===== src/rtl/dmem_arbiter.sv =====
// Data-memory port arbiter: MEM stage has priority, DMA/debug master gets single buffered bus cycles.
// Optional starvation guard enabled with `define DMEM_ARB_STARVE_EN.
module dmem_arbiter #(
  parameter int ADDR_W       = 32,
  parameter int DATA_W       = 32,
  parameter int DMA_MAX_WAIT = 8
)(
  input  logic              clk,
  input  logic              rst,
  input  logic [1:0]        cpu_mem_read,
  input  logic [1:0]        cpu_mem_write,
  input  logic [ADDR_W-1:0] cpu_addr,
  input  logic [DATA_W-1:0] cpu_wdata,
  output logic [DATA_W-1:0] cpu_rdata,
  output logic              cpu_stall,
  input  logic              dma_req,
  input  logic              dma_we,
  input  logic [1:0]        dma_size,
  input  logic [ADDR_W-1:0] dma_addr,
  input  logic [DATA_W-1:0] dma_wdata,
  output logic              dma_gnt,
  output logic              dma_rvalid,
  output logic [DATA_W-1:0] dma_rdata,
  output logic [1:0]        mem_read,
  output logic [1:0]        mem_write,
  output logic [ADDR_W-1:0] mem_addr,
  output logic [DATA_W-1:0] mem_wdata,
  input  logic [DATA_W-1:0] mem_rdata
);

  typedef enum logic [1:0] {IDLE, ACC, RSP} state_t;

  state_t              state;
  logic                buf_we;
  logic [1:0]          buf_size;
  logic [ADDR_W-1:0]   buf_addr;
  logic [DATA_W-1:0]   buf_wdata;
  logic                cpu_idle;
  logic                starve;
  logic                grant;
  logic                grant_eval;

  // Out-of-range limits leave an empty marker block in the elaborated hierarchy.
  if (DMA_MAX_WAIT < 1 || DMA_MAX_WAIT > 255) begin : g_bad_dma_max_wait
  end

  assign cpu_idle   = (cpu_mem_read == 2'b00) && (cpu_mem_write == 2'b00);
  assign grant      = dma_req && (cpu_idle || starve);
  assign grant_eval = (state != ACC) && grant;

`ifdef DMEM_ARB_STARVE_EN
  localparam logic [7:0] MAX_WAIT = 8'(DMA_MAX_WAIT);
  logic [7:0] wait_cnt;

  assign starve = (wait_cnt >= MAX_WAIT);

  // Counts only bus-owned-by-CPU cycles where the DMA is kept waiting; holds through ACC.
  always_ff @(posedge clk or negedge rst) begin
    if (!rst)
      wait_cnt <= '0;
    else if (!dma_req || grant_eval)
      wait_cnt <= '0;
    else if (state != ACC && wait_cnt != 8'hff)
      wait_cnt <= wait_cnt + 8'd1;
  end
`else
  assign starve = 1'b0;
`endif

  always_ff @(posedge clk or negedge rst) begin
    if (!rst) begin
      state      <= IDLE;
      buf_we     <= 1'b0;
      buf_size   <= 2'b00;
      buf_addr   <= '0;
      buf_wdata  <= '0;
      dma_gnt    <= 1'b0;
      dma_rvalid <= 1'b0;
      dma_rdata  <= '0;
    end else begin
      case (state)
        IDLE, RSP: begin
          dma_rvalid <= 1'b0;
          if (grant) begin
            state     <= ACC;
            buf_we    <= dma_we;
            buf_size  <= dma_size;
            buf_addr  <= dma_addr;
            buf_wdata <= dma_wdata;
            dma_gnt   <= 1'b1;
          end else begin
            state   <= IDLE;
            dma_gnt <= 1'b0;
          end
        end
        ACC: begin
          dma_gnt    <= 1'b0;
          dma_rvalid <= !buf_we;
          state      <= buf_we ? IDLE : RSP;
          if (!buf_we)
            dma_rdata <= mem_rdata;
        end
        default: begin
          state      <= IDLE;
          dma_gnt    <= 1'b0;
          dma_rvalid <= 1'b0;
        end
      endcase
    end
  end

  // A CPU access colliding with ACC is held off by the stall and reissued next cycle.
  always_comb begin
    mem_read  = cpu_mem_read;
    mem_write = cpu_mem_write;
    mem_addr  = cpu_addr;
    mem_wdata = cpu_wdata;
    cpu_rdata = mem_rdata;
    cpu_stall = 1'b0;
    if (state == ACC) begin
      mem_read  = buf_we ? 2'b00 : buf_size;
      mem_write = buf_we ? buf_size : 2'b00;
      mem_addr  = buf_addr;
      mem_wdata = buf_wdata;
      cpu_rdata = '0;
      cpu_stall = !cpu_idle;
    end
  end

endmodule


===== config.mk =====
export PLATFORM = sky130hd
export DESIGN_NAME = dmem_arbiter
export DESIGN_NICKNAME = d
export VERILOG_FILES = /design/src/rtl/dmem_arbiter.sv
export SDC_FILE = /design/constraint.sdc
export NUM_CORES = 1
export LEC_CHECK = 0
export BUFFER_PORTS_ARGS = -buffer_cell sky130_fd_sc_hd__buf_2
export CAP_MARGIN = 10
export CORE_ASPECT_RATIO = 0.5
export CORE_UTILIZATION = 40
export CTS_BUF_LIST = sky130_fd_sc_hd__clkbuf_16
export DETAILED_ROUTE_END_ITERATION = 10
export PLACE_DENSITY = 0.88
export SYNTH_ARGS = -nofsm -noshare
export SYNTH_HDL_FRONTEND = slang
export SYNTH_SLANG_ARGS = --single-unit

===== constraint.sdc =====
create_clock -name clk -period 3.3 [get_ports clk]
set_input_delay 0 -clock clk [delete_from_list [all_inputs] [get_ports clk]]
set_output_delay 0 -clock clk [all_outputs]
set_load 0.02 [all_outputs]

Word level (Yosys, flattened, before mapping)
Index checks and enable logic that the tools add are counted.
Storage, ports and cells
  input port bits: 170
  flip-flop bits (word level): 103
  output and inout port bits: 135
Operators by class
  reductions and logical operators: 10
  equal/unequal tests: 2
  mux-type cells: 14
  bitwise logic cells: 1
Operators by type and width (number)
  2-to-1 mux 32 bit: 3
  2-to-1 mux 2 bit: 5
  logical NOT 2 bit: 3
  2-to-1 mux 1 bit: 5
  one-hot mux 2 bit (2 select lines): 1
  AND reduction 2 bit: 2
  == test 2 x 1 -> 1 bit, second input constant: 1
  == test 2 bit, second input constant: 1
  logical AND 1 bit: 2
  logical NOT 1 bit: 2
  OR reduction 2 bit: 1
  inverter 1 bit: 1

Depth between registers and ports, before layout
  word-level depth: 5
  mapped depth: 5

Worst setup path before layout
Ideal clock, no wire load.
  path type: register -> register
  start point: reg, netlist name dma_rvalid
  end point: reg dma_rdata[0]
  slack: 1704 ps
  path buffers: 1
  data arrival time: 1471 ps
  cell stages (with the launch flop): 5
  setup time: 125 ps
  cell sequence: dfrtp_1 -> nand2b_1 -> nor2_2 -> buf_2 -> mux2_2
RTL lines
  to (signal assigned): RTL line 101  | dma_rdata <= mem_rdata;
  to (decl): RTL line 23  | output logic [DATA_W-1:0] dma_rdata,

Worst setup path after layout
  start point: reg state[0]
  end point: out mem_addr[12]
Between the ends
  cells in the longest elaborated chain, start to end: 2
Ends and longest elaborated chain
  from (decl): RTL line 33  | state_t state;
  from (signal assigned): RTL line 99  | state <= buf_we ? IDLE : RSP;
  == test 2 x 1 -> 1 bit: RTL line 120  | if (state == ACC) begin
  2-to-1 mux 32 bit: RTL line 120
  to (decl): RTL line 26  | output logic [ADDR_W-1:0] mem_addr,
No other way between the ends.

==> results.py <==
metrics = {
    "run_status": {
        "status": "complete, no violations",
    },
    "critical_path": {
        "critPathRequiredTime_ns": 3.30,
        "crit_arrival_ns": 2.37,
        "critPathTopFamily": "simple AND/OR/NAND/NOR gates",
        "worst-setup-path-type": "reg -> out",
        "cp-start-kind": "register",
        "slowest_delay_ns": 0.85,
        "crit_chain": "nor2b_4 > buf_4 > nand2_1 > nand2_1 > buf_2",
        "worstPathMaxFanout": 45,
        "path_buf_inv": 2,
        "critPathSlowestCell": "nor2b_4",
        "end_kind": "primary output",
        "worst_path_most_repeated_cell": "nand2_1",
        "regToRegSetupSlack_ns": 1.37,
    },
    "sta": {
        "grt_setup_unrepaired": "false",
        "max_slew_margin_pct": 33.14,
        "period_minus_slack_ns": 2.369,
        "fin_skew_ns": 0.005916,
        "hold_violations": 0,
        "final_max_slew_viol_count": 0,
        "period_share_pct": 71.78,
        "worstMarginPinSlew_ns": 1.001,
        "finalSetupTns_ns": 0,
        "max_freq_mhz": 422.1,
        "setup_viol": 0,
    },
    "floorplan": {
        "ios": 305,
        "std_cell_rows": 28,
        "die_area_sq_um": 12610,
        "die_h_um": 79.89,
        "die_x_um": 157.8,
        "initial_core_util_pct": 41.11,
        "core_area_sq_um": 11810,
    },
    "layout": {
        "area_growth_pct": 60.51,
        "final_common_cell": "buf_2",
        "layout_common_cells": "buf_2 (303), nand2_1 (196), dfrtp_1 (102)",
        "n_fill_cell": 902,
        "nets": 1030,
        "layout-drive-gt1-share_pct": 48.84,
        "fin_util_pct": 65.98,
    },
    "global_route": {
        "grt_max_degree": 102,
        "grt.overflow.total": 0,
        "gr-usage-all-layers_pct": 24.80,
        "grt_pass1_vias": 4993,
        "antenna_found_initial": 1,
        "grt_pass1_wl_mm": 23.95,
    },
    "cts": {
        "path_clk_slew_ns": 0.06,
        "cts_root_buf": "clkbuf_16",
        "postCtsResizedCells": 0,
        "cts_tree": "built",
        "clock_latency_ns": 0.32,
        "cts_setup_buffers": 0,
        "postCtsHoldBufs": 100,
        "cts.sinks": 102,
        "cts_buffers": 9,
        "htree_levels": 3,
        "cts_buffer_depth": 2,
    },
    "logic_synthesis": {
        "synth.area.top_cells": "dfrtp_1 (53%), mux2_2 (21%), nand2_1 (15%)",
        "synth_top_area_share_pct": 52.59,
        "ys.warnings.count": 0,
        "ys_ff_latch": 102,
        "netlist-cell-type-count": 18,
        "synth_cells": 469,
        "yosys.area.top_type": "dfrtp_1",
        "syn_area_per_cell_sq_um": 10.35,
        "ys_seq_area_share_pct": 52.59,
        "synthesis.nets": 639,
        "syn_area_sq_um": 4853,
    },
    "placement": {
        "place_hpwl_mm": 10.36,
        "port_buffers": 304,
        "gp_congestion": 0.8472,
    },
    "drt": {
        "drtIter0Drc": 316,
        "wl_mm": 16.09,
        "route.detailed.drc": 0,
        "vias": 4945,
        "routed_via_density": 4.801,
        "wl_per_cell_um": 15.62,
        "drtAntennaViolNets": 0,
        "drtPass1Iterations": 6,
    },
    "min_path": {
        "hold_class": "in -> out",
    },
    "job": {
        "drv_cap": 0,
    },
    "power_and_ir_drop": {
        "power_density_nw_per_um2": 486.8,
        "ir_drop_mv": 0.3201,
        "power_uw": 3792,
        "p_leak_uw": 0.004240,
    },
}
## layout make-up
type / instances / area [sq um] / share of cell area, %
multi-input combinational: 337 / 2192 / 28.14
sequential: 102 / 2552 / 32.77
antenna: 1 / 2.502 / 0.03212
clock inverter: 6 / 48.80 / 0.6264
clock buffer: 9 / 225.2 / 2.891
tap: 165 / 206.4 / 2.650
inverter: 2 / 7.507 / 0.09637
timing repair buffer: 408 / 2555 / 32.80
## Yosys cell counts, drive strengths merged
master	instances
mux2	99
nor2b	1
clkbuf	17
dfrtp	102
a22o	2
nand3	2
nand2b	1
and2	32
buf	11
nor2	2
inv	2
nor4	1
nand2	196
nand3b	1
## power by group
group          switching [uW]  leakage, uW  internal [uW]
Sequential                173      0.00126           1550
Clock                     425     0.000148            571
Combinational             530      0.00283            541
Total                    1130      0.00424           2660
## metal layers
layer	vias up	wire length [um]	GRT usage (%)
met5	-	0	0
met1	2384	6026	27.25
met2	219	8683	46.17
met3	65	785	4.615
met4	0	589	12.52
li1	2277	-	-
## tightest hold or removal path, stage by stage
cell,delay [ns]
buf_2,0.07
nand2_1,0.04
nand2_1,0.05
buf_2,0.15
## cell families after synthesis
kind of cell           after synthesis  synth area share, %
DFF                                102                52.59
and+or+nand+nor                    236                20.62
AOI/OAI and AO/OA                    2               0.3610
muxes                               99                23.59
buffers and inverters               30                2.836
## flip-flops by register name, indices dropped and copies added, names as in the netlist
signal      count
dma_gnt         1
buf_size        2
buf_we          1
dma_rdata      32
buf_wdata      32
state           1
buf_addr       32
dma_rvalid      1
## per-stage QoR
stage / instance area [sq um] / std cells / setup slack (ns) / hold slack, ns
6_report: 7790 / 1030 / 0.9312 / 0.3081
3_5_place_dp: 6513 / 914 / 1.330 / 0.2031
2_1_floorplan: 4853 / 469 / 1.704 / -0.2956
3_3_place_gp: 6513 / 914 / 1.357 / 0.1873
5_1_grt: 7790 / 1030 / 0.7658 / 0.3257
4_1_cts: 7787 / 1029 / 0.9671 / 0.3096
## path summary, 6_finish.rpt
| path | from | to | cells after the start |
|---|---|---|---|
| worst max-delay path | state[0]$_DFF_PN0_ | mem_addr[12] | 5 |
| worst min-delay path | cpu_addr[11] | mem_addr[11] | 4 |
| worst max register to register | state[0]$_DFF_PN0_ | buf_addr[12]$_DFFE_PN0P_ | 3 |
| worst min register to register | buf_wdata[26]$_DFFE_PN0P_ | buf_wdata[26]$_DFFE_PN0P_ | 1 |
| max in group asynchronous | rst | buf_addr[17]$_DFFE_PN0P_ | 3 |
| min in group asynchronous | rst | buf_wdata[6]$_DFFE_PN0P_ | 2 |
(Power assumes the default switching activity.)
